## config.mk

```make
export PLATFORM = sky130hd
export DESIGN_NAME = mem_arbiter_flat
export DESIGN_NICKNAME = d
export VERILOG_FILES = /design/src/rtl/mem_arbiter_if.sv /design/src/rtl/mem_arbiter.sv /design/src/flat_wrapper.sv
export SDC_FILE = /design/constraint.sdc
export NUM_CORES = 1
export LEC_CHECK = 0
export BUFFER_PORTS_ARGS = -buffer_cell sky130_fd_sc_hd__clkbuf_2
export CORE_MARGIN = 4
export CORE_UTILIZATION = 50
export DETAILED_ROUTE_END_ITERATION = 8
export GPL_ROUTABILITY_DRIVEN = 0
export HOLD_SLACK_MARGIN = 0.05
export PLACE_DENSITY = 0.87
export SLEW_MARGIN = 20
export SYNTH_ARGS = -nofsm -noshare
export SYNTH_HDL_FRONTEND = slang
export SYNTH_SLANG_ARGS = --single-unit
```

## constraint.sdc

```tcl
create_clock -name CLK -period 2.7 [get_ports CLK]
set_clock_uncertainty 0.05 [all_clocks]
set_input_delay 0.405 -clock CLK [delete_from_list [all_inputs] [get_ports CLK]]
set_output_delay 0.405 -clock CLK [all_outputs]
set_load 0.005 [all_outputs]
```

## src/rtl/mem_arbiter_if.sv

```systemverilog
// Bundle of the core-side read ports and the downstream memory read channel.
//
// Handshake: a port request (xx_RDEN with xx_RADDR) is taken at a rising edge
// where xx_RDEN=1 and MEM_WAIT=0. While MEM_WAIT=1 the requester holds
// xx_RDEN/xx_RADDR steady and the arbiter ignores them. Responses are
// single-cycle xx_RVALID pulses with xx_RDATA. Downstream, MEM_RDEN is a
// one-cycle strobe; MEM_RVALID/MEM_RDATA may return any number of cycles
// later (at least one).
interface mem_arbiter_if;
  logic        INST_RDEN;
  logic [31:0] INST_RADDR;
  logic        INST_RVALID;
  logic [31:0] INST_RDATA;
  logic        DATA_RDEN;
  logic [31:0] DATA_RADDR;
  logic        DATA_RVALID;
  logic [31:0] DATA_RDATA;
  logic        MEM_WAIT;
  logic        MEM_RDEN;
  logic [31:0] MEM_RADDR;
  logic        MEM_RVALID;
  logic [31:0] MEM_RDATA;

  // Arbiter side.
  modport slave (
    input  INST_RDEN, INST_RADDR, DATA_RDEN, DATA_RADDR, MEM_RVALID, MEM_RDATA,
    output INST_RVALID, INST_RDATA, DATA_RVALID, DATA_RDATA,
           MEM_WAIT, MEM_RDEN, MEM_RADDR
  );

  // Core plus memory side.
  modport master (
    output INST_RDEN, INST_RADDR, DATA_RDEN, DATA_RADDR, MEM_RVALID, MEM_RDATA,
    input  INST_RVALID, INST_RDATA, DATA_RVALID, DATA_RDATA,
           MEM_WAIT, MEM_RDEN, MEM_RADDR
  );
endinterface

```

## src/rtl/mem_arbiter.sv

```systemverilog
// Read-port arbiter: instruction-fetch and data-read ports share one memory
// read channel. One single-entry slot per port, one transaction in flight,
// responses routed back to the owner of the current grant.
module mem_arbiter #(
  parameter bit DATA_FIRST = 1'b1  // 1: data always wins a tie, 0: alternate
) (
  input  logic             CLK,
  input  logic             RST,
  mem_arbiter_if.slave     bus,
  output logic [1:0]       o_dbg_state
);

  typedef enum logic [1:0] {
    S_IDLE  = 2'd0,
    S_ISSUE = 2'd1,
    S_WAIT  = 2'd2
  } state_t;

  state_t      r_state;
  state_t      w_state_nxt;
  logic        r_inst_pend;
  logic        r_data_pend;
  logic [31:0] r_inst_addr;
  logic [31:0] r_data_addr;
  logic        r_owner_data;  // owner of the current grant: 1 = data port
  logic        r_last_data;   // port granted most recently: 1 = data port
  logic [31:0] r_mem_raddr;
  logic        r_inst_rvalid;
  logic        r_data_rvalid;
  logic [31:0] r_inst_rdata;
  logic [31:0] r_data_rdata;

  logic        w_wait;
  logic        w_grant;
  logic        w_grant_data;
  logic        w_inst_acc;
  logic        w_data_acc;
  logic        w_done;

  // Stall is decoded purely from flops so the core sees no input-to-output path.
  assign w_wait     = r_inst_pend | r_data_pend | (r_state != S_IDLE);
  assign w_inst_acc = bus.INST_RDEN & ~w_wait;
  assign w_data_acc = bus.DATA_RDEN & ~w_wait;
  assign w_grant    = (r_state == S_IDLE) && (w_state_nxt == S_ISSUE);
  assign w_done     = (r_state == S_WAIT) && bus.MEM_RVALID;

  assign bus.MEM_WAIT    = w_wait;
  assign bus.MEM_RDEN    = (r_state == S_ISSUE);
  assign bus.MEM_RADDR   = r_mem_raddr;
  assign bus.INST_RVALID = r_inst_rvalid;
  assign bus.INST_RDATA  = r_inst_rdata;
  assign bus.DATA_RVALID = r_data_rvalid;
  assign bus.DATA_RDATA  = r_data_rdata;
  assign o_dbg_state     = r_state;

  // Next-state and grant selection.
  always_comb begin
    w_state_nxt  = r_state;
    w_grant_data = 1'b0;
    case (r_state)
      S_IDLE: begin
        if (r_inst_pend || r_data_pend) begin
          w_state_nxt = S_ISSUE;
          if (r_inst_pend && r_data_pend) begin
            w_grant_data = DATA_FIRST ? 1'b1 : ~r_last_data;
          end else begin
            w_grant_data = r_data_pend;
          end
        end
      end
      S_ISSUE: w_state_nxt = S_WAIT;
      S_WAIT:  if (bus.MEM_RVALID) w_state_nxt = S_IDLE;
      default: w_state_nxt = S_IDLE;
    endcase
  end

  // FSM state register.
  always_ff @(posedge CLK) begin
    if (RST) r_state <= S_IDLE;
    else     r_state <= w_state_nxt;
  end

  // Request slots: capture on acceptance, release when the owner's response lands.
  always_ff @(posedge CLK) begin
    if (RST) begin
      r_inst_pend <= 1'b0;
      r_data_pend <= 1'b0;
      r_inst_addr <= 32'd0;
      r_data_addr <= 32'd0;
    end else begin
      if (w_inst_acc) begin
        r_inst_pend <= 1'b1;
        r_inst_addr <= bus.INST_RADDR;
      end else if (w_done && !r_owner_data) begin
        r_inst_pend <= 1'b0;
      end
      if (w_data_acc) begin
        r_data_pend <= 1'b1;
        r_data_addr <= bus.DATA_RADDR;
      end else if (w_done && r_owner_data) begin
        r_data_pend <= 1'b0;
      end
    end
  end

  // Grant bookkeeping and downstream address, latched when a grant is made.
  always_ff @(posedge CLK) begin
    if (RST) begin
      r_owner_data <= 1'b0;
      r_last_data  <= 1'b0;
      r_mem_raddr  <= 32'd0;
    end else if (w_grant) begin
      r_owner_data <= w_grant_data;
      r_last_data  <= w_grant_data;
      r_mem_raddr  <= w_grant_data ? r_data_addr : r_inst_addr;
    end
  end

  // Response routing: one-cycle valid pulse to the owner, data held until next response.
  always_ff @(posedge CLK) begin
    if (RST) begin
      r_inst_rvalid <= 1'b0;
      r_data_rvalid <= 1'b0;
      r_inst_rdata  <= 32'd0;
      r_data_rdata  <= 32'd0;
    end else begin
      r_inst_rvalid <= w_done & ~r_owner_data;
      r_data_rvalid <= w_done &  r_owner_data;
      if (w_done && !r_owner_data) r_inst_rdata <= bus.MEM_RDATA;
      if (w_done &&  r_owner_data) r_data_rdata <= bus.MEM_RDATA;
    end
  end

endmodule

```

## src/flat_wrapper.sv

```systemverilog
// flat-port wrapper written by rule: the top's interface ports become plain ports
module mem_arbiter_flat 
#(
  parameter bit DATA_FIRST = 1'b1                                            
)
  (CLK, RST, o_dbg_state, bus_INST_RDEN, bus_INST_RADDR, bus_DATA_RDEN, bus_DATA_RADDR, bus_MEM_RVALID, bus_MEM_RDATA, bus_INST_RVALID, bus_INST_RDATA, bus_DATA_RVALID, bus_DATA_RDATA, bus_MEM_WAIT, bus_MEM_RDEN, bus_MEM_RADDR);
  mem_arbiter_if bus_i ();
  input  logic CLK;
  input  logic RST;
  output logic [1:0] o_dbg_state;
  input wire logic [$bits(bus_i.INST_RDEN)-1:0] bus_INST_RDEN;
  input wire logic [$bits(bus_i.INST_RADDR)-1:0] bus_INST_RADDR;
  input wire logic [$bits(bus_i.DATA_RDEN)-1:0] bus_DATA_RDEN;
  input wire logic [$bits(bus_i.DATA_RADDR)-1:0] bus_DATA_RADDR;
  input wire logic [$bits(bus_i.MEM_RVALID)-1:0] bus_MEM_RVALID;
  input wire logic [$bits(bus_i.MEM_RDATA)-1:0] bus_MEM_RDATA;
  output wire logic [$bits(bus_i.INST_RVALID)-1:0] bus_INST_RVALID;
  output wire logic [$bits(bus_i.INST_RDATA)-1:0] bus_INST_RDATA;
  output wire logic [$bits(bus_i.DATA_RVALID)-1:0] bus_DATA_RVALID;
  output wire logic [$bits(bus_i.DATA_RDATA)-1:0] bus_DATA_RDATA;
  output wire logic [$bits(bus_i.MEM_WAIT)-1:0] bus_MEM_WAIT;
  output wire logic [$bits(bus_i.MEM_RDEN)-1:0] bus_MEM_RDEN;
  output wire logic [$bits(bus_i.MEM_RADDR)-1:0] bus_MEM_RADDR;
  assign bus_i.INST_RDEN = bus_INST_RDEN;
  assign bus_i.INST_RADDR = bus_INST_RADDR;
  assign bus_i.DATA_RDEN = bus_DATA_RDEN;
  assign bus_i.DATA_RADDR = bus_DATA_RADDR;
  assign bus_i.MEM_RVALID = bus_MEM_RVALID;
  assign bus_i.MEM_RDATA = bus_MEM_RDATA;
  assign bus_INST_RVALID = bus_i.INST_RVALID;
  assign bus_INST_RDATA = bus_i.INST_RDATA;
  assign bus_DATA_RVALID = bus_i.DATA_RVALID;
  assign bus_DATA_RDATA = bus_i.DATA_RDATA;
  assign bus_MEM_WAIT = bus_i.MEM_WAIT;
  assign bus_MEM_RDEN = bus_i.MEM_RDEN;
  assign bus_MEM_RADDR = bus_i.MEM_RADDR;
  mem_arbiter #(.DATA_FIRST(DATA_FIRST)) u_core (.CLK(CLK), .RST(RST), .bus(bus_i), .o_dbg_state(o_dbg_state));
endmodule
```

Word level (Yosys, flattened, before mapping)
Cells that the tools add are included.
Word-level totals
  register bits after elaboration: 167
Operators by class
  equal/unequal tests: 3
  muxes and demuxes: 11
  bitwise logic cells: 8
  reduce and logical (&&, ||, !) cells: 11
Operators by type and width (count)
  $mux W32: 1
  $mux W1: 7
  $pmux W2 S3: 1
  $reduce_bool A2 Y1: 3
  $logic_and A1 B1 Y1: 5
  $and A1 B1 Y1: 4
  $eq A2 B1 Y1 const B: 2
  $mux W2: 2
  $eq A2 B2 Y1 const B: 1
  $logic_not A2 Y1: 1
  $not A1 Y1: 2
  $or A1 B1 Y1: 2
  $logic_not A1 Y1: 1
  $logic_or A1 B1 Y1: 1

Longest topological paths before layout
Gate-level depths: netlist (run 1).
  depth in word-level cells: 5
  mapped depth: 6
  mapped depth without buffers: 3

Worst setup path before layout (run 1)
OpenSTA, ideal clock, no wires.
  path kind: reg-to-output
  from: reg u_core.r_state[1] (netlist: u_core.o_dbg_state[1])
  to: out bus_MEM_WAIT
  data arrival time: 1148 ps
  required time: 2245 ps
  slack: 1097 ps
  cell stages (with the launch flop): 6
  path buffers: 3
  path through: dfxtp_1 buf_2 nor4_4 buf_4 buf_4 inv_1
Between the ends
  longest elaborated chain between the ends: 2
Ends and longest elaborated chain
  from (decl): line mem_arbiter.sv:19  | state_t r_state;
  from (signal assigned): line mem_arbiter.sv:80  | else r_state <= w_state_nxt;
  $reduce_bool A2 Y1: line mem_arbiter.sv:41  | assign w_wait = r_inst_pend | r_data_pend | (r_state != S_IDLE);
  $or A1 B1 Y1: line mem_arbiter.sv:41
  to (decl): line flat_wrapper.sv:21  | output wire logic [$bits(bus_i.MEM_WAIT)-1:0] bus_MEM_WAIT;
No other way between the ends.

Worst setup path in the final report (run 1)
Same ends and word-level chain as after synthesis.

==> metrics.sh, run 1 <==
STATUS='finished, final reports clean'
SYNTH-WARNING-COUNT=0
P_SEQ_SHARE_PCT=44.5
CTS_MADE_BUFFERS=17
CRITPATHREQUIREDTIME_NS=2.25
FIN_TOTAL_PWR_mW=6.26
FINALCRITPERIODSHARE_PCT=83.1
CRITICAL_PATH.STARTPOINT_TYPE='register'
INTERNAL_PORTION_OF_TOTAL_POWER_mW=4.51
NUM_VIAS=5769
WORST-R2R-CELL-COUNT=3
ROUTED_WIRELENGTH_NORMALIZED_BY_INSTANCE_COUNT_UM=15.6
CRITICAL_PATH.STARTPOINT='u_core.o_dbg_state[1]$_SDFF_PP0_'
TRITONCTS_NUM_SINKS=167
TIMING.CRITICAL_PATH.ARRIVAL_NS=1.79
CLKSLEWWORSTSETUPHOLDPATHS_NS=0.06
CELL_CHOSEN_FOR_THE_CLOCK_ROOT='sky130_fd_sc_hd__clkbuf_16'
DIE-HEIGHT_UM=121
TIMING.REG2REG.SETUP_SLACK_NS=0.58
CLOCK_POWER_SHARE_PCT=38.0
NETLIST_AREA_UM2=6410
P_SWITCHING_mW=1.75
CLOCK_TREE_FROM_TRITONCTS='built'
POST_SYNTHESIS_NET_COUNT=815
CHIPWIDTH_UM=121
POST_CTS_RESIZE_COUNT=0
PLACEMENT.IO_BUFFERS=202
TNS_NS=0
ANTENNA_CELLS=0
POST_LAYOUT_NONFILLER_INSTANCES=1062
ANTENNA_VIOLATIONS_BEFORE_REPAIR=0
GRT_FIRST_PASS_WIRELENGTH_MM=26.2
LEAKAGE_nW=3.28
SEQCELLAREA_UM2=3340
POWER.COMBINATIONAL.FRACTION_PCT=17.5
GR-TOTAL-OVERFLOW=0
GRT_SETUP_UNREPAIRED='false'
WIRELENGTH_MM=16.6
PLACE.DETAILED.HPWL_MM=10.9
MAX-VDD-IR-DROP_mV=0.470
DRT_FIRST_ITER_VIOLATIONS=422
FINISH.NET_COUNT=978
WORST_SLEW_MARGIN_REL_PCT=32.7
POST_LAYOUT_MINIMUM_CYCLE_TIME_NS=2.24
NETLIST_INSTANCES=714
SHARE_OF_THE_CORE_FILLED_WITH_CELLS_PCT=64.2
CRITPATHMAXFANOUT=96
AREA_GROWTH_SYN_TO_LAYOUT_PCT=25.9
FILLERS=1051
PLACEABLECOREAREA_UM2=12600
HTREEDEPTH=4
POWERDENSITY_nW_PER_UM2=776
HOLD_PATH.STARTPOINT='bus_DATA_RADDR[19]'
SWSHARE_PCT=27.9
GR-USAGE-ALL-LAYERS_PCT=22.2
SYNTH_SEQ_AREA_SHARE_PCT=52.2
PLACED_CELLS_INCL_TAPS=1030
CTSHOLDBUFFERS=0
MAX_CAP_VIOL_COUNT=0
ROWS=41
WORST-SETUP-PATH-TYPE='register to primary output'
POSTCTSSETUPBUFFERS=0
CRIT-REG2REG-LAUNCH='u_core.r_data_pend$_SDFFE_PP0P_'
FLOORPLAN.INITIALDENSITY_PCT=51.0
FLOORPLAN.DIE_AREA_UM2=14700
DETAIL-ROUTE-ANTENNA-NETS=0
DETAIL_ROUTE.FIRST_PASS.ITERATIONS=5
TIMING_WORST_SLEW_PIN_VALUE_NS=1.00
PLACED_AREA_UM2=7470
DESIGN_AREA_UM2=8060
SETUP_VIOL=0
TIMING_HOLD_VIOLATIONS_FINAL=0
HOLD_PATH_CLASS='primary input to register'
WORST_SETUP_PATH_END='bus_MEM_WAIT'
TOP_LEVEL_PORTS=203
FINAL_LAYOUT_SIZE_SUFFIX_GT1_SHARE_PCT=35.5
DISTINCT_CELLS_SYNTH=25
VIASPERCELL=5.43
FIRST_GLOBAL_VIAS=5348
NUMBER_OF_REMAINING_DRC_ERRORS=0
SOURCE_TO_SINK_CLOCK_DELAY_AT_THE_LATER_PIN_OF_THE_WORST_SKEW_PAIR_NS=0.42
TIMING.CRITICAL_PATH.TO_TYPE='primary output'
AREA_OF_COMBINATIONAL_CELLS_WITH_MULTIPLE_INPUTS_UM2=2750
SYNTH-SEQ-CELLS=167
WORST_R2R_ENDPOINT='u_core.bus.MEM_RADDR[1]$_SDFFE_PP0P_'
SYN-MEAN-INSTANCE-AREA_UM2=8.97
MAXIMUM_NUMBER_OF_PINS_ON_ONE_NET_BEFORE_GLOBAL_ROUTE_REPAIR=97
HIGHEST_CLOCK_RATE_MHz=446
CTS_BUFFER_DEPTH=2
FINALMAXSLEWVIOLATIONS=0
-- synthesized netlist by cell type --
master	number	area [um^2]
sky130_fd_sc_hd__o2bb2ai_1	31	272
sky130_fd_sc_hd__a21oi_1	129	646
sky130_fd_sc_hd__a21bo_2	64	641
sky130_fd_sc_hd__o31a_1	1	8.76
sky130_fd_sc_hd__nor4bb_1	1	10.0
sky130_fd_sc_hd__nor4_4	1	21.3
sky130_fd_sc_hd__dfxtp_1	167	3340
sky130_fd_sc_hd__o22ai_1	32	200
sky130_fd_sc_hd__nor3b_2	1	12.5
sky130_fd_sc_hd__buf_4	8	60.1
sky130_fd_sc_hd__nand2_1	128	480
sky130_fd_sc_hd__or4_1	1	7.51
sky130_fd_sc_hd__inv_1	4	15.0
sky130_fd_sc_hd__nor2b_1	1	6.26
sky130_fd_sc_hd__and4b_1	1	10.0
sky130_fd_sc_hd__nor3b_1	1	7.51
sky130_fd_sc_hd__clkbuf_1	50	188
sky130_fd_sc_hd__buf_2	15	75.1
sky130_fd_sc_hd__nand4bb_1	1	11.3
sky130_fd_sc_hd__nand3_1	64	320
sky130_fd_sc_hd__nand4b_1	1	8.76
sky130_fd_sc_hd__or3b_2	1	8.76
sky130_fd_sc_hd__a2bb2o_1	1	10.0
sky130_fd_sc_hd__nor2_1	8	30.0
sky130_fd_sc_hd__a22oi_1	2	15.0
-- area by class of cell --
cell class,count,area share [%]
clock buffer,19,5.49
timing repair buffer,217,14.3
inverter,4,0.186
sequential,167,41.5
clock inverter,13,1.85
tap,172,2.67
multi-input combinational,470,34.1
-- logic make-up after synthesis --
group | Yosys count | share of synthesized area [%]
flops | 167 | 52.2
buf+inv | 77 | 5.27
simple gates | 210 | 14.6
compound gates | 260 | 28.0
-- stage by stage --
step	hold WS, ns	setup slack, ns
after floorplan	0.403	1.10
after global placement	0.391	0.867
after detailed placement	0.398	0.816
after CTS	0.141	0.446
after global routing	0.150	0.339
final	0.160	0.457
-- power by group through the flow --
stage / Sequential (mW) / Clock [mW] / Combinational (mW)
floorplan: 2.80 / 0 / 0.790
global placement: 2.83 / 0 / 1.07
detailed placement: 2.84 / 0 / 1.10
CTS: 2.79 / 2.41 / 1.10
global route: 2.81 / 2.52 / 1.21
finish: 2.79 / 2.38 / 1.10
-- registers in the layout, summed over array words and instances, names as in the netlist --
| signal | count |
|---|---|
| u_core.o_dbg_state | 2 |
| u_core.bus.INST_RDATA | 32 |
| u_core.bus.DATA_RVALID | 1 |
| u_core.r_data_addr | 32 |
| u_core.bus.MEM_RADDR | 32 |
| u_core.r_inst_pend | 1 |
| u_core.r_inst_addr | 32 |
| u_core.bus.DATA_RDATA | 32 |
| u_core.bus.INST_RVALID | 1 |
| u_core.r_data_pend | 1 |
| u_core.r_owner_data | 1 |
-- cell usage in the layout (no fill, tap or decap), drive strengths merged, types with 3 or more instances in the layout --
cell and n:
a21bo 64, inv 4, o22ai 32, o2bb2ai 31
clkinvlp 3, nor2 8, dfxtp 167, a21oi 129
nand3 64, clkbuf 220, clkinv 8, buf 16
nand2 128
-- layer usage --
layer | wire length [um] | GRT usage, %
met1 | 7070 | 29.1
met2 | 7790 | 34.8
met3 | 1440 | 6.06
met4 | 321 | 8.54
met5 | 0 | 0
-- critical path, stage by stage (launching register included) --
cell and delay, ns:
sky130_fd_sc_hd__dfxtp_1 0.44, sky130_fd_sc_hd__nor4_4 0.31, sky130_fd_sc_hd__buf_12 0.37, sky130_fd_sc_hd__inv_1 0.07, sky130_fd_sc_hd__clkbuf_2 0.12
-- how the worst min path moves through the flow --
stage / cells past startpoint / end / slack (ns)
3_5_place_dp: 2 / u_core.bus.DATA_RDATA[6]$_SDFFE_PP0P_ / 0.40
6_report: 3 / u_core.r_data_addr[19]$_SDFFE_PP0P_ / 0.16
3_3_place_gp: 2 / u_core.bus.INST_RDATA[0]$_SDFFE_PP0P_ / 0.39
5_1_grt: 3 / u_core.r_inst_addr[20]$_SDFFE_PP0P_ / 0.15
4_1_cts: 3 / u_core.r_inst_addr[14]$_SDFFE_PP0P_ / 0.14
2_1_floorplan: 2 / u_core.bus.DATA_RDATA[0]$_SDFFE_PP0P_ / 0.40
(Power assumes the default switching activity.)
==> run 2, diff against run 1 <==
--- a/config.mk
+++ b/config.mk
@@ -5,13 +5,14 @@
 export SDC_FILE = /design/constraint.sdc
 export NUM_CORES = 1
 export LEC_CHECK = 0
+export ABC_AREA = 1
 export BUFFER_PORTS_ARGS = -buffer_cell sky130_fd_sc_hd__clkbuf_2
 export CORE_MARGIN = 4
 export CORE_UTILIZATION = 50
 export DETAILED_ROUTE_END_ITERATION = 8
 export GPL_ROUTABILITY_DRIVEN = 0
 export HOLD_SLACK_MARGIN = 0.05
-export PLACE_DENSITY = 0.87
+export PLACE_DENSITY = 0.85
 export SLEW_MARGIN = 20
 export SYNTH_ARGS = -nofsm -noshare
 export SYNTH_HDL_FRONTEND = slang
==> constraint.sdc (replaced) <==
create_clock -name CLK -period 2.1 [get_ports CLK]
set_clock_uncertainty 0.05 [all_clocks]
set_input_delay 0.315 -clock CLK [delete_from_list [all_inputs] [get_ports CLK]]
set_output_delay 0.315 -clock CLK [all_outputs]
set_load 0.005 [all_outputs]
==> run 2 against run 1 <==
Compared with the run above: sequential share of layout area decreased by 3.1 points; non-clock buffer count is 5 higher; routed wire length up 11%; final cell count increased by 35%; clock-buffer cell count is 3 higher; design area rose by 8.2%; utilization decreased by 1.3 points; first-iteration DRC count rose by 18%; synthesized cell count is 50% higher.
==> metrics.sh, run 2 <==
STATUS='finished, final reports clean'  # unchanged
WORSTPATHCELLLIST='nor2_2 > nand2_1 > clkbuf_2'  # was nor4_4 > buf_12 > inv_1 > clkbuf_2
YOSYSTOPAREACELL='sky130_fd_sc_hd__dfxtp_1'  # unchanged
POWERDENSITY_nW_PER_UM2=1030  # was 776 nW/um^2
FIRST_GLOBAL_VIAS=6375  # was 5348
WL_MET3_MM=1.26  # was 1.44 mm
NUMBER_OF_REMAINING_DRC_ERRORS=0  # unchanged
POSTSYNTH.TOPFLOPCELL='sky130_fd_sc_hd__dfxtp_1'  # unchanged
GRT_SETUP_UNREPAIRED='false'  # unchanged
CRITICAL_PATH.STARTPOINT_TYPE='register'  # unchanged
TOP_LEVEL_PORTS=203  # unchanged
FINALCRITPERIODSHARE_PCT=77.7
SYNTH_TOP_FAMILY_BY_AREA='simple AND/OR/NAND/NOR gates'  # was compound AO/OA/AOI/OAI gates
ANTENNA_CELLS=0  # unchanged
MAX_CAP_VIOL_COUNT=0  # unchanged
TRITONCTS_NUM_SINKS=167  # unchanged
PLACE.DETAILED.HPWL_MM=12.4  # was 10.9 mm
DIE-HEIGHT_UM=127  # was 121 um
ASYNC_FLOP_SHARE_PCT=0  # unchanged
TIMING_WORST_SLEW_PIN_VALUE_NS=0.613  # was 1.00 ns
SYNTH_SEQ_AREA_SHARE_PCT=47.1  # was 52.2%
MOST_COMMON_CELL_AFTER_LAYOUT_FILL_AND_TAPS_ASIDE='sky130_fd_sc_hd__nand2_1'  # was sky130_fd_sc_hd__clkbuf_2
HOLD_PATH_CLASS='primary input to register'  # unchanged
DETAIL-ROUTE-ANTENNA-NETS=0  # unchanged
AREA_GROWTH_SYN_TO_LAYOUT_PCT=22.8  # was 25.9%
DR.MAX_LAYER_USED='met4'  # unchanged
SYNTHSIMPLEGATEAREAFRAC_PCT=35.5  # was 14.6%
FLOORPLAN.DIE_AREA_UM2=16200  # was 14700 um^2
NUM_VIAS=6865  # was 5769
TIMING_HOLD_VIOLATIONS_FINAL=0  # unchanged
CLOCK_TREE_FROM_TRITONCTS='built'  # unchanged
DRT_FIRST_ITER_VIOLATIONS=499  # was 422
CRITPATHMAXFANOUT=5  # was 96
FINAL_LAYOUT_SIZE_SUFFIX_GT1_SHARE_PCT=20.5  # was 35.5%
SYNTH-WARNING-COUNT=0  # unchanged
TIMING.CRITICAL_PATH.ARRIVAL_NS=1.27  # was 1.79 ns
CP_NUM_CELLS=3  # was 4
DISTINCT_CELLS_SYNTH=15  # was 25
WORST-SETUP-PATH-TYPE='register to primary output'  # unchanged
PLACEMENT.IO_BUFFERS=202  # unchanged
WORST_HOLD_PATH.ENDPOINT='u_core.r_data_addr[8]$_SDFFE_PP0P_'  # was u_core.r_data_addr[19]$_SDFFE_PP0P_
CTS_MADE_BUFFERS=17  # unchanged
NETLIST_AREA_UM2=7110  # was 6410 um^2
CHIPWIDTH_UM=127  # was 121 um
CRIT-REG2REG-LAUNCH='u_core.o_dbg_state[1]$_SDFF_PP0_'  # was u_core.r_data_pend$_SDFFE_PP0P_
TIMING.CRITICAL_PATH.TO_TYPE='primary output'  # unchanged
SYNTHADDERAREAFRAC_PCT=0  # unchanged
HIGHEST_CLOCK_RATE_MHz=613
FLOORPLAN.INITIALDENSITY_PCT=51.2  # was 51.0%
AMOUNT_OF_WIRE_ON_MET2_AFTER_DETAILED_ROUTING_MM=8.77  # was 7.79 mm
POST_SYNTH_XOR_AREA_FRACTION_PCT=0  # unchanged
VIASPERCELL=4.79  # was 5.43
COMPLEX_GATE_FRACTION_OF_THE_SYNTHESIZED_AREA_PCT=4.84  # was 28.0%
MAX-VDD-IR-DROP_mV=0.747  # was 0.470 mV
FINISH.NET_COUNT=1342  # was 978
ROUTED_WIRELENGTH_NORMALIZED_BY_INSTANCE_COUNT_UM=12.9  # was 15.6 um
CELL_CHOSEN_FOR_THE_CLOCK_ROOT='sky130_fd_sc_hd__clkbuf_16'  # unchanged
GR-TOTAL-OVERFLOW=0  # unchanged
MAXIMUM_NUMBER_OF_PINS_ON_ONE_NET_BEFORE_GLOBAL_ROUTE_REPAIR=65  # was 97
YOSYSMOSTFREQUENTCELL='sky130_fd_sc_hd__nand2_1'  # was sky130_fd_sc_hd__dfxtp_1
LAYOUT.CELLS.MOST_COMMON_LIST='sky130_fd_sc_hd__nand2_1, sky130_fd_sc_hd__clkbuf_2, sky130_fd_sc_hd__nor2_1'  # was sky130_fd_sc_hd__clkbuf_2, sky130_fd_sc_hd__dfxtp_1, sky130_fd_sc_hd__a21oi_1
SYNTH_EDF_COUNT=0  # unchanged
CTS_BUFFER_DEPTH=2  # unchanged
WORST-R2R-CELL-COUNT=5  # was 3
WORST_SLEW_MARGIN_REL_PCT=59.1  # was 32.7%
LARGEST_DELAY_CONTRIBUTOR_FAMILY_ON_THE_CRITICAL_PATH='flip-flops'  # was buffers and inverters
CRITPATHREQUIREDTIME_NS=1.74  # was 2.25 ns
WORST_HOLD_PATH.NUM_CELLS=3  # unchanged
CTSHOLDBUFFERS=0  # unchanged
GRT_FIRST_PASS_WIRELENGTH_MM=30.1  # was 26.2 mm
DETAIL_ROUTE.WIRELENGTH.MET1_MM=7.86  # was 7.07 mm
SOURCE_TO_SINK_CLOCK_DELAY_AT_THE_LATER_PIN_OF_THE_WORST_SKEW_PAIR_NS=0.42  # about the same
POST-SYNTH-TOP-AREA-FRACTION_PCT=47.1  # was 52.2%
SYNTH_COMMONEST_CELLS='sky130_fd_sc_hd__nand2_1, sky130_fd_sc_hd__nor2_1, sky130_fd_sc_hd__dfxtp_1, sky130_fd_sc_hd__inv_1, sky130_fd_sc_hd__a21oi_1'  # was sky130_fd_sc_hd__dfxtp_1, sky130_fd_sc_hd__a21oi_1, sky130_fd_sc_hd__nand2_1, sky130_fd_sc_hd__a21bo_2, sky130_fd_sc_hd__nand3_1
HIGHEST_CELL_DELAY_ON_THE_WORST_TIMING_PATH_NS=0.37  # was 0.44 ns
LEAKAGE_nW=4.69  # was 3.28 nW
NETLIST_INSTANCES=1072  # was 714
CRIT_BUF_INV=1  # was 3
POST_SYNTHESIS_NET_COUNT=1173  # was 815
DESIGN_AREA_UM2=8720  # was 8060 um^2
SYN-MEAN-INSTANCE-AREA_UM2=6.63  # was 8.97 um^2
HTREEDEPTH=4  # unchanged
CLKSLEWWORSTSETUPHOLDPATHS_NS=0.06  # about the same
ROWS=43  # was 41
SETUP_VIOL=0  # unchanged
SYNTH_TOP_CELLS_BY_AREA='sky130_fd_sc_hd__dfxtp_1, sky130_fd_sc_hd__nand2_1, sky130_fd_sc_hd__nor2_1'  # was sky130_fd_sc_hd__dfxtp_1, sky130_fd_sc_hd__a21oi_1, sky130_fd_sc_hd__a21bo_2
TIMING.REG2REG.SETUP_SLACK_NS=0.58  # about the same
PLACEABLECOREAREA_UM2=13900  # was 12600 um^2
DETAIL_ROUTE.FIRST_PASS.ITERATIONS=5  # unchanged
POST_LAYOUT_MINIMUM_CYCLE_TIME_NS=1.63
WORST_R2R_ENDPOINT='u_core.r_inst_addr[20]$_SDFFE_PP0P_'  # was u_core.bus.MEM_RADDR[1]$_SDFFE_PP0P_
ANTENNA_VIOLATIONS_BEFORE_REPAIR=0  # unchanged
HOLD_PATH.STARTPOINT='bus_DATA_RADDR[8]'  # was bus_DATA_RADDR[19]
FINALMAXSLEWVIOLATIONS=0  # unchanged
PLACED_AREA_UM2=8160  # was 7470 um^2
CRIT_SLOWEST_CELL='sky130_fd_sc_hd__dfxtp_1'  # unchanged
YOSYS-MUX-AREA-FRACTION_PCT=0  # unchanged
TNS_NS=0  # unchanged
POSTCTSSETUPBUFFERS=0  # unchanged
SYNTH-SEQ-CELLS=167  # unchanged
POST_CTS_RESIZE_COUNT=0  # unchanged
GR-USAGE-ALL-LAYERS_PCT=22.7  # was 22.2%
WIRELENGTH_MM=18.5  # was 16.6 mm
## run 2: cell count changes after synthesis, moves of 6 or more
cell                        before  now
sky130_fd_sc_hd__nand2_1       128  361
sky130_fd_sc_hd__nor2_1          8  197
sky130_fd_sc_hd__inv_1           4  136
sky130_fd_sc_hd__nand4_1         0   66
sky130_fd_sc_hd__a21bo_2        64    0
sky130_fd_sc_hd__a21oi_1       129   67
sky130_fd_sc_hd__nand3_1        64    2
sky130_fd_sc_hd__o22ai_1        32    0
sky130_fd_sc_hd__o2bb2ai_1      31    0
sky130_fd_sc_hd__clkbuf_1       50   22
sky130_fd_sc_hd__buf_2          15   31
sky130_fd_sc_hd__buf_1           0    7
sky130_fd_sc_hd__buf_6           0    6
## run 2: final cells by class
type,count,area [um^2]
clock buffer,22,464
clock inverter,8,98.8
fill,1252,5160
inverter,138,520
multi-input combinational,695,2890
sequential,167,3340
tap,180,225
timing repair buffer,222,1190
## run 2: cell families after synthesis
| family | after synthesis |
|---|---|
| compound gates | 68 |
| buf+inv | 210 |
| flops | 167 |
| simple gates | 627 |
## run 2: routing by layer
metal	vias up	global-route usage, %
li1	3570	-
met3	39	3.89
met1	3010	28.1
met4	0	10.6
met5	-	0
met2	246	38.5
## run 2: worst register-to-register path, cell delays in order, from the launching register on
cell	delay, ns
sky130_fd_sc_hd__dfxtp_1	0.37
sky130_fd_sc_hd__nor2_2	0.27
sky130_fd_sc_hd__nand3_2	0.12
sky130_fd_sc_hd__buf_4	0.28
sky130_fd_sc_hd__nor2_1	0.25
sky130_fd_sc_hd__nor2_1	0.07
## run 2: how the worst max path moves through the flow
stage,startpoint,to
final,u_core.o_dbg_state[1]$_SDFF_PP0_,bus_MEM_WAIT
after global routing,u_core.o_dbg_state[1]$_SDFF_PP0_,bus_MEM_WAIT
after CTS,u_core.o_dbg_state[1]$_SDFF_PP0_,bus_MEM_WAIT
after detailed placement,u_core.r_data_pend$_SDFFE_PP0P_,u_core.bus.MEM_RADDR[28]$_SDFFE_PP0P_
after global placement,u_core.o_dbg_state[0]$_SDFF_PP0_,u_core.r_inst_addr[20]$_SDFFE_PP0P_
after floorplan,u_core.o_dbg_state[1]$_SDFF_PP0_,u_core.bus.INST_RDATA[14]$_SDFFE_PP0P_
## run 2: power by group
group	switching, mW	internal, mW
clock network	1.21	1.80
registers	0.196	3.60
logic	1.40	0.765
## run 2: per-stage QoR
stage | hold WS, ns | setup WS [ns] | util (%) | total power [mW] | instances
floorplan | 0.400 | 0.827 | - | 5.35 | 1072
global placement | 0.398 | 0.635 | 58.8 | 5.96 | 1402
detailed placement | 0.405 | 0.614 | 58.8 | 6.02 | 1402
CTS | 0.0512 | 0.438 | 62.8 | 9.05 | 1432
global route | 0.0641 | 0.389 | 62.8 | 9.56 | 1432
finish | 0.0645 | 0.468 | 62.8 | 8.98 | 1432
==> run 3, diff against run 2 <==
==> constraint.sdc (replaced) <==
create_clock -name CLK -period 1.6 [get_ports CLK]
set_clock_uncertainty 0.05 [all_clocks]
set_input_delay 0.24 -clock CLK [delete_from_list [all_inputs] [get_ports CLK]]
set_output_delay 0.24 -clock CLK [all_outputs]
set_load 0.005 [all_outputs]
==> run 3 against run 2 <==
Compared with the run above: flip-flop and latch count unchanged; critical path depth increased by 1; worst setup slack got worse by 0.36 ns; via count increased by 10%; final cell count increased by 7.4%; utilization increased by 8.2 points; sequential power increased by 31%; critical path type unchanged; critical endpoint is now bus_MEM_RDEN.
==> metrics.sh, run 3 (same netlist as run 2, synthesis figures left out) <==
ANTENNA_VIOLATIONS_BEFORE_REPAIR=1  # was 0
CP_NUM_CELLS=4  # was 3
LARGEST_DELAY_CONTRIBUTOR_FAMILY_ON_THE_CRITICAL_PATH='flip-flops'  # unchanged
GR-USAGE-ALL-LAYERS_PCT=26.9  # was 22.7%
WORST-R2R-CELL-COUNT=6  # was 5
FINALCRITPERIODSHARE_PCT=93.5
CRITICAL_PATH.STARTPOINT='u_core.o_dbg_state[0]$_SDFF_PP0_'  # was u_core.o_dbg_state[1]$_SDFF_PP0_
VIASPERCELL=4.93  # was 4.79
TRITONCTS_NUM_SINKS=167  # unchanged
TIMING.CRITICAL_PATH.ARRIVAL_NS=1.21  # was 1.27 ns
HOLD_PATH_CLASS='primary input to register'  # unchanged
HIGHEST_CLOCK_RATE_MHz=668
MAX_CAP_VIOL_COUNT=0  # unchanged
MAX-VDD-IR-DROP_mV=0.703  # was 0.747 mV
DETAIL_ROUTE.FIRST_PASS.ITERATIONS=5  # unchanged
TIMING.CRITICAL_PATH.TO_TYPE='primary output'  # unchanged
WORST_SLEW_MARGIN_REL_PCT=70.2  # was 59.1%
POSTCTSSETUPBUFFERS=0  # unchanged
PLACE.DETAILED.HPWL_MM=12.5  # was 12.4 mm
FIRST_GLOBAL_VIAS=7314  # was 6375
CTS_BUFFER_DEPTH=2  # unchanged
NUM_VIAS=7583  # was 6865
WORST-SETUP-PATH-TYPE='register to primary output'  # unchanged
SHARE_OF_THE_CORE_FILLED_WITH_CELLS_PCT=71.0  # was 62.8%
DETAIL-ROUTE-ANTENNA-NETS=0  # unchanged
CELL_CHOSEN_FOR_THE_CLOCK_ROOT='sky130_fd_sc_hd__clkbuf_16'  # unchanged
CRITPATHREQUIREDTIME_NS=1.31  # was 1.74 ns
CLKSLEWWORSTSETUPHOLDPATHS_NS=0.06  # about the same
CRIT_BUF_INV=3  # was 1
TNS_NS=0  # unchanged
SOURCE_TO_SINK_CLOCK_DELAY_AT_THE_LATER_PIN_OF_THE_WORST_SKEW_PAIR_NS=0.42  # about the same
STATUS='finished, final reports clean'  # unchanged
WORST_SETUP_PATH_END='bus_MEM_RDEN'  # was bus_MEM_WAIT
PLACEABLECOREAREA_UM2=13900  # unchanged
TIMING.REG2REG.SETUP_SLACK_NS=0.13  # was 0.58 ns
DRT_FIRST_ITER_VIOLATIONS=663  # was 499
FINISH.NET_COUNT=1444  # was 1342
FINAL_LAYOUT_SIZE_SUFFIX_GT1_SHARE_PCT=19.9  # was 20.5%
CHIPWIDTH_UM=127  # unchanged
CTS_MADE_BUFFERS=17  # unchanged
MOST_COMMON_CELL_AFTER_LAYOUT_FILL_AND_TAPS_ASIDE='sky130_fd_sc_hd__nand2_1'  # unchanged
TIMING_HOLD_VIOLATIONS_FINAL=0  # unchanged
POWERDENSITY_nW_PER_UM2=1260  # was 1030 nW/um^2
FLOORPLAN.DIE_AREA_UM2=16200  # unchanged
CRIT_SLOWEST_CELL='sky130_fd_sc_hd__dfxtp_1'  # unchanged
AREA_GROWTH_SYN_TO_LAYOUT_PCT=38.7  # was 22.8%
LEAKAGE_nW=5.18  # was 4.69 nW
WORSTPATHCELLLIST='buf_4 > nand2_1 > inv_1 > clkbuf_2'  # was nor2_2 > nand2_1 > clkbuf_2
GR-TOTAL-OVERFLOW=0  # unchanged
FLOORPLAN.INITIALDENSITY_PCT=51.2  # unchanged
CLOCK_TREE_FROM_TRITONCTS='built'  # unchanged
GRT_FIRST_PASS_WIRELENGTH_MM=35.3  # was 30.1 mm
ROUTED_WIRELENGTH_NORMALIZED_BY_INSTANCE_COUNT_UM=14.1  # was 12.9 um
SETUP_VIOL=0  # unchanged
WORST_R2R_ENDPOINT='u_core.r_data_addr[12]$_SDFFE_PP0P_'  # was u_core.r_inst_addr[20]$_SDFFE_PP0P_
PLACEMENT.IO_BUFFERS=202  # unchanged
GRT_SETUP_UNREPAIRED='false'  # unchanged
CRITICAL_PATH.STARTPOINT_TYPE='register'  # unchanged
DIE-HEIGHT_UM=127  # unchanged
HIGHEST_CELL_DELAY_ON_THE_WORST_TIMING_PATH_NS=0.37  # about the same
WIRELENGTH_MM=21.7  # was 18.5 mm
FINALMAXSLEWVIOLATIONS=0  # unchanged
LAYOUT.CELLS.MOST_COMMON_LIST='sky130_fd_sc_hd__nand2_1, sky130_fd_sc_hd__clkbuf_2, sky130_fd_sc_hd__nor2_1'  # unchanged
WORST_HOLD_PATH.NUM_CELLS=3  # unchanged
HTREEDEPTH=4  # unchanged
CRITPATHMAXFANOUT=4  # was 5
ROWS=43  # unchanged
NUMBER_OF_REMAINING_DRC_ERRORS=0  # unchanged
POST_LAYOUT_MINIMUM_CYCLE_TIME_NS=1.50
MAXIMUM_NUMBER_OF_PINS_ON_ONE_NET_BEFORE_GLOBAL_ROUTE_REPAIR=66  # was 65
CRIT-REG2REG-LAUNCH='u_core.r_data_pend$_SDFFE_PP0P_'  # was u_core.o_dbg_state[1]$_SDFF_PP0_
TOP_LEVEL_PORTS=203  # unchanged
TIMING_WORST_SLEW_PIN_VALUE_NS=0.447  # was 0.613 ns
[run 3: changes by cell type in the layout (fill, tap and decap cells not counted), sizes merged]
cell         before  now
buf              20   27
bufinv            2    3
clkbuf          224  223
clkinv            3    5
diode             0    2
dlygate4sd3       0   95
[run 3: area by class of cell]
| cell class | instances | area (um^2) |
|---|---|---|
| Antenna cell | 2 | 5.00 |
| Clock buffer | 21 | 470 |
| Clock inverter | 11 | 146 |
| Fill cell | 1034 | 4020 |
| Inverter | 138 | 520 |
| Multi-Input combinational cell | 695 | 2890 |
| Sequential cell | 167 | 3340 |
| Tap cell | 180 | 225 |
| Timing Repair Buffer | 324 | 2250 |
[run 3: where the power goes]
| group | internal [mW] | switching [mW] | total, mW |
|---|---|---|---|
| Sequential | 4.73 | 0.259 | 4.99 |
| Clock | 2.58 | 1.65 | 4.23 |
| Combinational | 1.22 | 1.99 | 3.21 |
| Total | 8.53 | 3.89 | 12.4 |
[run 3: repair_timing]
action                                  in CTS  in global routing
hold buffers                                95                  0
resized for setup                            0                  3
endpoints found under the setup margin       0                  3
hold endpoints to repair                    95                  0
[run 3: worst min-delay path by stage]
stage                                      startpoint                                      to  slack [ns]
6_report                           bus_DATA_RADDR[31]     u_core.r_data_addr[31]$_SDFFE_PP0P_        0.08
3_5_place_dp   u_core.bus.DATA_RDATA[23]$_SDFFE_PP0P_  u_core.bus.DATA_RDATA[23]$_SDFFE_PP0P_        0.41
5_1_grt                            bus_DATA_RADDR[31]     u_core.r_data_addr[31]$_SDFFE_PP0P_        0.07
3_3_place_gp   u_core.bus.INST_RDATA[12]$_SDFFE_PP0P_  u_core.bus.INST_RDATA[12]$_SDFFE_PP0P_        0.40
4_1_cts                            bus_DATA_RADDR[31]     u_core.r_data_addr[31]$_SDFFE_PP0P_        0.06
2_1_floorplan                      bus_DATA_RADDR[24]     u_core.r_data_addr[24]$_SDFFE_PP0P_        0.32
[run 3: tightest hold or removal path, cell delays in order]
cell and delay (ns):
sky130_fd_sc_hd__clkbuf_2 0.09, sky130_fd_sc_hd__nor2_1 0.05, sky130_fd_sc_hd__nor2_1 0.12
[run 3: metal layers]
layer | routed length, um | track usage [%]
met4 | 1020 | 15.6
met2 | 10600 | 45.7
met5 | 0 | 0
met3 | 1400 | 5.35
met1 | 8750 | 31.4
[run 3: metrics by stage]
step                      area, um^2  hold slack [ns]  total power, mW  worst slack [ns]  cells
after floorplan                 7110            0.325             7.02             0.327   1072
after global placement          8280            0.400             7.89             0.268   1409
after detailed placement        8280            0.406             7.97             0.232   1409
after CTS                       9840           0.0628             12.4            0.0300   1536
after global routing            9850           0.0678             13.1            0.0215   1537
final                           9860           0.0779             12.4             0.103   1538
